==> src/rtl/ws2812_frame_seq_if.sv <==
// Host-side bus of the WS2812 frame sequencer.
// The master drives buffer writes and frame starts. The slave drives
// frame status and the per-pixel hand-off to the serializer.
interface ws2812_frame_seq_if #(
  parameter int ADDR_W = 3
) ();
  logic              wr_en;
  logic [ADDR_W-1:0] wr_addr;
  logic [23:0]       wr_data;
  logic              start;
  logic              busy;
  logic              frame_done;
  logic [23:0]       pix_color;
  logic              pix_load;

  modport master (
    output wr_en, wr_addr, wr_data, start,
    input  busy, frame_done, pix_color, pix_load
  );

  modport slave (
    input  wr_en, wr_addr, wr_data, start,
    output busy, frame_done, pix_color, pix_load
  );
endinterface

==> src/rtl/ws2812_frame_seq.sv <==
// WS2812 frame sequencer.
// Holds an RGB frame buffer and feeds one pixel at a time to the
// single-pixel serializer. Pixel loads are spaced exactly one pixel slot
// apart. A latch gap follows the last pixel, and then a one-cycle
// frame_done pulse is issued.
module ws2812_frame_seq #(
  parameter int NUM_PIXELS   = 8,
  parameter int ADDR_W       = 3,
  parameter int PIXEL_CYCLES = 3024,
  parameter int LATCH_CYCLES = 6000
) (
  input logic              clk,
  input logic              rst_n,
  ws2812_frame_seq_if.slave bus
);

  localparam int DEPTH   = 1 << ADDR_W;
  localparam int MAX_CYC = (PIXEL_CYCLES > LATCH_CYCLES) ? PIXEL_CYCLES : LATCH_CYCLES;
  localparam int CNT_W   = $clog2(MAX_CYC + 1);

  // One bit per address: set where the address maps to a real LED.
  function automatic logic [DEPTH-1:0] valid_mask();
    logic [DEPTH-1:0] m;
    m = '0;
    for (int i = 0; i < DEPTH; i++) begin
      m[i] = (i < NUM_PIXELS) ? 1'b1 : 1'b0;
    end
    return m;
  endfunction

  localparam logic [DEPTH-1:0] VALID_MASK = valid_mask();

  typedef enum logic [1:0] {
    ST_IDLE  = 2'd0,
    ST_LOAD  = 2'd1,
    ST_SEND  = 2'd2,
    ST_LATCH = 2'd3
  } state_t;

  state_t            state_r;
  logic [ADDR_W-1:0] idx_r;
  logic [CNT_W-1:0]  cnt_r;
  logic              busy_r;
  logic              frame_done_r;
  logic              pix_load_r;
  logic [23:0]       pix_color_r;
  logic [23:0]       mem_r [DEPTH];
  logic              wr_in_range_s;

  // Writes to addresses past the last LED are dropped.
  // Entries beyond NUM_PIXELS are never written and stay zero.
  assign wr_in_range_s = VALID_MASK[bus.wr_addr];

  // Frame buffer: the host may write it at any time.
  always_ff @(posedge clk or negedge rst_n) begin
    if (!rst_n) begin
      for (int i = 0; i < DEPTH; i++) begin
        mem_r[i] <= 24'd0;
      end
    end else if (bus.wr_en && wr_in_range_s) begin
      mem_r[bus.wr_addr] <= bus.wr_data;
    end
  end

  // Frame sequencing FSM with registered outputs.
  // pix_color is captured on the edge that enters LOAD. A write landing on
  // that same edge is therefore not seen, and the old colour is sent.
  always_ff @(posedge clk or negedge rst_n) begin
    if (!rst_n) begin
      state_r      <= ST_IDLE;
      idx_r        <= '0;
      cnt_r        <= '0;
      busy_r       <= 1'b0;
      frame_done_r <= 1'b0;
      pix_load_r   <= 1'b0;
      pix_color_r  <= 24'd0;
    end else begin
      pix_load_r   <= 1'b0;
      frame_done_r <= 1'b0;
      case (state_r)
        ST_IDLE: begin
          if (bus.start) begin
            state_r     <= ST_LOAD;
            idx_r       <= '0;
            busy_r      <= 1'b1;
            pix_load_r  <= 1'b1;
            pix_color_r <= mem_r[0];
          end else begin
            busy_r <= 1'b0;
          end
        end
        ST_LOAD: begin
          state_r <= ST_SEND;
          cnt_r   <= CNT_W'(1);
        end
        ST_SEND: begin
          if (cnt_r == CNT_W'(PIXEL_CYCLES - 1)) begin
            if (idx_r < ADDR_W'(NUM_PIXELS - 1)) begin
              idx_r       <= idx_r + ADDR_W'(1);
              state_r     <= ST_LOAD;
              pix_load_r  <= 1'b1;
              pix_color_r <= mem_r[idx_r + ADDR_W'(1)];
            end else begin
              state_r <= ST_LATCH;
              cnt_r   <= '0;
            end
          end else begin
            cnt_r <= cnt_r + CNT_W'(1);
          end
        end
        ST_LATCH: begin
          if (cnt_r == CNT_W'(LATCH_CYCLES - 1)) begin
            state_r      <= ST_IDLE;
            busy_r       <= 1'b0;
            frame_done_r <= 1'b1;
          end else begin
            cnt_r <= cnt_r + CNT_W'(1);
          end
        end
        default: begin
          state_r <= ST_IDLE;
          busy_r  <= 1'b0;
        end
      endcase
    end
  end

  assign bus.busy       = busy_r;
  assign bus.frame_done = frame_done_r;
  assign bus.pix_load   = pix_load_r;
  assign bus.pix_color  = pix_color_r;

endmodule
==> src/flat_wrapper.sv <==
// flat-port wrapper written by rule: the top's interface ports become plain ports
module ws2812_frame_seq_flat 
#(
  parameter int NUM_PIXELS   = 8,
  parameter int ADDR_W       = 3,
  parameter int PIXEL_CYCLES = 3024,
  parameter int LATCH_CYCLES = 6000
)
  (clk, rst_n, bus_wr_en, bus_wr_addr, bus_wr_data, bus_start, bus_busy, bus_frame_done, bus_pix_color, bus_pix_load);
  ws2812_frame_seq_if #(.ADDR_W(ADDR_W)) bus_i ();
  input logic clk;
  input logic rst_n;
  input wire logic [$bits(bus_i.wr_en)-1:0] bus_wr_en;
  input wire logic [$bits(bus_i.wr_addr)-1:0] bus_wr_addr;
  input wire logic [$bits(bus_i.wr_data)-1:0] bus_wr_data;
  input wire logic [$bits(bus_i.start)-1:0] bus_start;
  output wire logic [$bits(bus_i.busy)-1:0] bus_busy;
  output wire logic [$bits(bus_i.frame_done)-1:0] bus_frame_done;
  output wire logic [$bits(bus_i.pix_color)-1:0] bus_pix_color;
  output wire logic [$bits(bus_i.pix_load)-1:0] bus_pix_load;
  assign bus_i.wr_en = bus_wr_en;
  assign bus_i.wr_addr = bus_wr_addr;
  assign bus_i.wr_data = bus_wr_data;
  assign bus_i.start = bus_start;
  assign bus_busy = bus_i.busy;
  assign bus_frame_done = bus_i.frame_done;
  assign bus_pix_color = bus_i.pix_color;
  assign bus_pix_load = bus_i.pix_load;
  ws2812_frame_seq #(.NUM_PIXELS(NUM_PIXELS), .ADDR_W(ADDR_W), .PIXEL_CYCLES(PIXEL_CYCLES), .LATCH_CYCLES(LATCH_CYCLES)) u_core (.clk(clk), .rst_n(rst_n), .bus(bus_i));
endmodule
==> config.mk <==
export PLATFORM = sky130hd
export DESIGN_NAME = ws2812_frame_seq_flat
export DESIGN_NICKNAME = d
export VERILOG_FILES = /design/src/rtl/ws2812_frame_seq_if.sv /design/src/rtl/ws2812_frame_seq.sv /design/src/flat_wrapper.sv
export SDC_FILE = /design/constraint.sdc
export NUM_CORES = 1
export LEC_CHECK = 0
export CORE_UTILIZATION = 63
export CTS_CLUSTER_DIAMETER = 150
export DETAILED_ROUTE_END_ITERATION = 8
export PLACE_DENSITY = 0.84
export SYNTH_ARGS = -nofsm -noshare
export SYNTH_HDL_FRONTEND = slang
export SYNTH_SLANG_ARGS = --single-unit
==> constraint.sdc <==
create_clock -name clk -period 3.25 [get_ports clk]
set_clock_uncertainty 0.2 [all_clocks]
set_input_delay 0.325 -clock clk [delete_from_list [all_inputs] [get_ports clk]]
set_output_delay 0.325 -clock clk [all_outputs]
set_load 0.05 [all_outputs]
=== Word-level counts from Yosys, hierarchy flattened ===
Memory sizes are Yosys's and may differ from the RTL's.
Cells that the tools add are included.

* Output and inout port bits: 27
* Logic and storage cells: 78
* Bits in read-only memories: 8
* Bits in registers: 237
* Bits of input ports: 31
* Memories kept: 1

{| class="wikitable"
|+ Memories
! memory !! depth !! width !! read ports !! clocked after memory_dff !! wr ports !! line !! source
|-
| (name not given) || 8 || 1 || 1 || 0 || 0 || ws2812_frame_seq.sv:52 || <nowiki>assign wr_in_range_s = VALID_MASK[bus.wr_addr];</nowiki>
|}

* Order comparisons: 5
* Add/subtract/negate cells: 2
* Mux-type cells: 32
* Equality and inequality tests: 11
* Reduce and logical (&&, ||, !) cells: 10
* Bitwise logic cells: 2

{| class="wikitable"
|+ Operators by type and width
! cell !! count
|-
| $bwmux W192 || 1
|-
| $mux W24 || 6
|-
| $bmux W24 S3 || 1
|-
| $demux W24 S3 || 1
|-
| $pmux W24 S2 || 1
|-
| $mux W13 || 3
|-
| $pmux W13 S3 || 1
|-
| $add A13 B1 Y13 const B || 1
|-
| $eq A13 B12 Y1 const B || 1
|-
| $eq A13 B13 Y1 const B || 1
|-
| $mux W3 || 3
|-
| $ge A4 B4 Y1 const B || 2
|-
| $mux W2 || 4
|-
| $not A3 Y4 || 2
|-
| $pmux W2 S4 || 1
|-
| $mux W1 || 7
|-
| $ne A2 B1 Y1 const B || 3
|-
| $pmux W3 S2 || 1
|-
| $reduce_and A3 Y1 || 2
|-
| $eq A2 B2 Y1 const B || 2
|-
| $lt A3 B4 Y1 const B || 1
|-
| $lt A4 B1 Y1 const B || 1
|-
| $ne A2 B2 Y1 const B || 2
|-
| $pmux W1 S2 || 2
|-
| other kinds (10) || 12
|}

=== Logic depth before layout (Yosys ltp) ===
* Word-level depth: 8
* Mapped depth: 8
* Depth with buffers taken out: 6

=== Worst setup path before layout ===
OpenSTA, ideal clock, no wires.

* Kind: reg-to-reg
* Start: register u_core.idx_r[1]
* End: register u_core.pix_color_r[14] (netlist: u_core.bus.pix_color[14])
* Setup time: 133 ps
* Path buffers: 2
* Clock period less this slack: 2184 ps
* Stages on the path, launching flop included: 9
* Arrival time: 1851 ps
* Path slack: 1066 ps
* Data required time: 2917 ps
* Cell sequence: dfrtp_1 > ha_1 > buf_2 > buf_1 > mux4_2 > nand2_1 > nand3_1 > o21ai_0 > o21ai_0

* Word-level cells in the longest chain between the ends: 8
* Elaborated cells between the ends (all ways): 11
* Classes of those cells: 1 x add/sub; 1 x order compare; 1 x eq/ne; 6 x mux; 1 x bitwise; 1 x reduce/logical

{| class="wikitable"
|+ RTL lines
! what !! line !! source
|-
| from (decl) || ws2812_frame_seq.sv:41 || <nowiki>logic [ADDR_W-1:0] idx_r;</nowiki>
|-
| from (signal assigned) || ws2812_frame_seq.sv:99 || <nowiki>idx_r <= idx_r + ADDR_W'(1);</nowiki>
|-
| $add A3 B1 Y3 || ws2812_frame_seq.sv:102 || <nowiki>pix_color_r <= mem_r[idx_r + ADDR_W'(1)];</nowiki>
|-
| $not A3 Y4 (not written as such) || ws2812_frame_seq.sv:102 ||
|-
| $bmux W24 S3 || ws2812_frame_seq.sv:102 ||
|-
| $mux W24 (not written as such) (2 in a row) || ws2812_frame_seq.sv:102 ||
|-
| $mux W24 || ws2812_frame_seq.sv:98 || <nowiki>if (idx_r < ADDR_W'(NUM_PIXELS - 1)) begin</nowiki>
|-
| $mux W24 || ws2812_frame_seq.sv:97 || <nowiki>if (cnt_r == CNT_W'(PIXEL_CYCLES - 1)) begin</nowiki>
|-
| $pmux W24 S2 || ws2812_frame_seq.sv:80 || <nowiki>case (state_r)</nowiki>
|-
| to (signal assigned) || ws2812_frame_seq.sv:87 || <nowiki>pix_color_r <= mem_r[0];</nowiki>
|-
| to (signal assigned) || ws2812_frame_seq.sv:102 ||
|-
| to (decl) || ws2812_frame_seq.sv:46 || <nowiki>logic [23:0] pix_color_r;</nowiki>
|}

Parallel ways exist; a longest one is shown, timed or not. The select of a mux whose other input is x is not followed.
A chain may end at the register's enable or synchronous reset.

=== Final worst setup path ===
* Start: register u_core.cnt_r[0]
* End: register u_core.cnt_r[11]

* Word-level cells in the longest chain between the ends: 3
* Elaborated cells between the ends (all ways): 9
* Classes of those cells: 1 x add/sub; 4 x eq/ne; 3 x mux; 1 x reduce/logical

{| class="wikitable"
|+ RTL lines
! what !! line !! source
|-
| from (decl) || ws2812_frame_seq.sv:42 || <nowiki>logic [CNT_W-1:0] cnt_r;</nowiki>
|-
| from (signal assigned) || ws2812_frame_seq.sv:108 || <nowiki>cnt_r <= cnt_r + CNT_W'(1);</nowiki>
|-
| from (signal assigned) || ws2812_frame_seq.sv:117 || <nowiki>cnt_r <= cnt_r + CNT_W'(1);</nowiki>
|-
| $add A13 B1 Y13 (tied with other cells) || ws2812_frame_seq.sv:108, ws2812_frame_seq.sv:117 ||
|-
| $mux W13 (tied with other cells) || ws2812_frame_seq.sv:112 || <nowiki>if (cnt_r == CNT_W'(LATCH_CYCLES - 1)) begin</nowiki>
|-
| $pmux W13 S3 / $reduce_and A3 Y1 (equally long branches) || n/a ||
|}

Parallel ways exist; a longest one is shown, timed or not. The select of a mux whose other input is x is not followed.

==> results.md <==
- Status: complete, no violations
- Final setup fails: 0
- Global Route Usage Sum: 28.4%
- Pwr dens: 690 nW/um^2
- Initial Utilization: 64.7%
- H-tree levels: 1
- Compound-Gate Fraction of Synth Area: 4.53%
- Vias/cell: 6.33
- Die area: 17600 um^2
- Post CTS Setup Buffer Count: 0
- Post-Syn Area: 10800 um^2
- #FFs+latches synth: 237
- Slew HR: 48.7%
- Clock root cell: clkbuf_16
- Buffers added on ports: 57
- Core area: 16600 um^2
- Synthesis Warnings: 0
- Number of global-route vias before repair: 7324
- Least-Margin Pin Slew: 0.768 ns
- Hold_ws: 0.200 ns
- Syn Nets: 817
- Clk_lat worst skew: 0.51 ns
- LEAKAGE: 5.20 nW
- Synth cell types: 48
- Sequential area share after synthesis: 55.1%
- EDFF count, synth: 0
- Largest net degree at the start of global routing: 96
- Final hold violation count: 0
- Chip width: 133 um
- Share of cells above drive strength 1: 37.0%
- Req. time, crit path: 3.43 ns
- GPL Wtd Cong: 0.778
- Critical setup path kind: reg -> reg
- Placed Instances: 1028
- GRT overflow: 0
- Final worst path period share: 87.2%
- Maximum VDD drop: 0.688 mV
- Ports: 58
- CP Data Arrival Time: 3.02 ns
- # clock sinks: 237
- Pins Over Slew Limit: 0
- Most frequent cells in the layout: dfrtp_1 (236), mux2_2 (193), nand2_1 (80)
- # nets final: 870
- Post-synthesis mux area share: 30.4%
- DRT iter0 DRCs: 405
- Fin util: 75.0%
- Worst Hold Class: in -> async
- Wire length per cell: 22.0 um
- Clk slew on worst S/H paths: 0.06 ns
- Crit start category: flop
- Drt drc: 0
- Max Cap Viol: 0
- CTS tree: built
- N_diodes: 0
- Synth Flop Type: dfrtp_1
- Synthesized instance count: 784
- Largest family of logic cells by synthesized area: multiplexers
- FFs w/ async S/R, synth: 100%
- Total number of vias: 6800
- Post-synthesis simple-gate area fraction: 7.20%
- Commonest non-fill, non-tap cell in the layout: dfrtp_1
- Die height: 133 um
- Post-Synth Adder-Cell Area: 0.232%
- Xor and xnor area share after synthesis: 0.163%
- RSZ-0062 raised after global routing: no
- Crit path time final: 2.84 ns
- Final setup TNS: 0 ns
- # rows: 47
- CTS buffer count: 25
- Crit. End Element: flop
- Final ANT Viol Nets: 0
- First-pass GRT wire length: 38800 um
- Synth-to-Final Area Change: 16.0%
- Worst Path Max Fanout: 15
- Non-Filler Instances: 1075
- Initial antenna violation count: 0
- Max frequency: 353 MHz
- Drt pass-1 iters: 5
- Post-Syn Area per Cell: 13.7 um^2
- Routed WL: 23700 um
- DP HPWL: 13600 um
- CTS Buffer Depth: 3
-- worst paths after layout --
check,from,to,slack (ns),cells past startpoint
min in group clk,u_core.bus.pix_color[12],u_core.bus.pix_color[12],0.28,2
setup reg to reg,u_core.cnt_r[0],u_core.cnt_r[11],0.41,6
setup / recovery,u_core.cnt_r[0],u_core.cnt_r[11],0.41,6
max in group asynchronous,rst_n,u_core.mem_r[32],1.66,3
hold reg to reg,u_core.bus.pix_color[12],u_core.bus.pix_color[12],0.28,2
hold / removal,rst_n,u_core.cnt_r[8],0.20,2
-- state kept, by name, summed over array words and instances (netlist names) --
name and count:
u_core.bus.pix_load 1, u_core.bus.busy 1, u_core.mem_r 192, u_core.bus.frame_done 1
u_core.cnt_r 13, u_core.bus.pix_color 24, u_core.state_r 2, u_core.idx_r 3
-- power by group --
| part | leakage [nW] | switching, W | internal [W] | total (W) |
|---|---|---|---|---|
| clock network | 0.400 | 0.00112 | 0.00164 | 0.00276 |
| logic | 1.90 | 0.000900 | 0.000923 | 0.00182 |
| registers | 2.90 | 0.000429 | 0.00360 | 0.00403 |
| total | 5.20 | 0.00245 | 0.00617 | 0.00862 |
-- what timing repair did --
item / in CTS / in global routing
endpoints found under the hold margin: 86 / 0
setup endpoints to repair: 0 / 0
resized for setup: 0 / 0
hold buffers: 1 / 0
-- critical path, stage by stage, from the launching register on --
cell and delay (ns):
dfrtp_1 0.43, ha_1 0.25, nand4b_1 0.25, nor4_2 0.60, a211o_2 0.38, or2_1 0.42, o41ai_1 0.15
-- cell type report --
class	count	area, um^2
Tap cell	220	275
Multi-Input combinational cell	491	4650
Inverter	5	18.8
Clock inverter	3	18.8
Sequential cell	237	5930
Fill cell	1004	4150
Timing Repair Buffer	77	798
Clock buffer	42	790
-- routing by layer --
layer,vias to the layer above,track usage [%],wire length [um]
li1,2977,-,-
met5,-,0,0
met2,199,48.6,12200
met1,3571,37.6,9730
met3,53,4.33,1100
met4,0,9.26,613
-- metrics by stage --
| stage | total power [W] | instance area [um^2] | worst slack (ns) |
|---|---|---|---|
| 2_1_floorplan | 0.00524 | 10800 | 1.07 |
| 3_3_place_gp | 0.00571 | 11600 | 0.557 |
| 3_5_place_dp | 0.00587 | 11600 | 0.405 |
| 4_1_cts | 0.00866 | 12500 | 0.352 |
| 5_1_grt | 0.00900 | 12500 | 0.241 |
| 6_report | 0.00862 | 12500 | 0.415 |
-- cell usage after synthesis (4+ instances only) --
| master | count | area, um^2 |
|---|---|---|
| dfrtp_1 | 237 | 5930 |
| mux2_2 | 193 | 2170 |
| nand2_1 | 80 | 300 |
| o21ai_0 | 61 | 305 |
| mux4_2 | 48 | 1080 |
| nand3_1 | 31 | 155 |
| clkbuf_1 | 28 | 105 |
| buf_2 | 17 | 85.1 |
| nor2_1 | 10 | 37.5 |
| nand2b_1 | 5 | 31.3 |
| o31ai_1 | 5 | 37.5 |
| buf_4 | 4 | 30.0 |
| inv_1 | 4 | 15.0 |
| nand4_1 | 4 | 25.0 |
| nand4b_1 | 4 | 35.0 |
| o21ai_1 | 4 | 20.0 |
-- cell families (layout without fill, tap and decap cells) --
family / Yosys count / after routing
simple gates: 159 / 159
fa+ha+maj: 2 / 2
xor+xnor: 2 / 2
buf+inv: 56 / 127
flops: 237 / 237
mux: 243 / 243
compound gates: 85 / 85
Note: power is estimated with default switching activity, not from simulation.
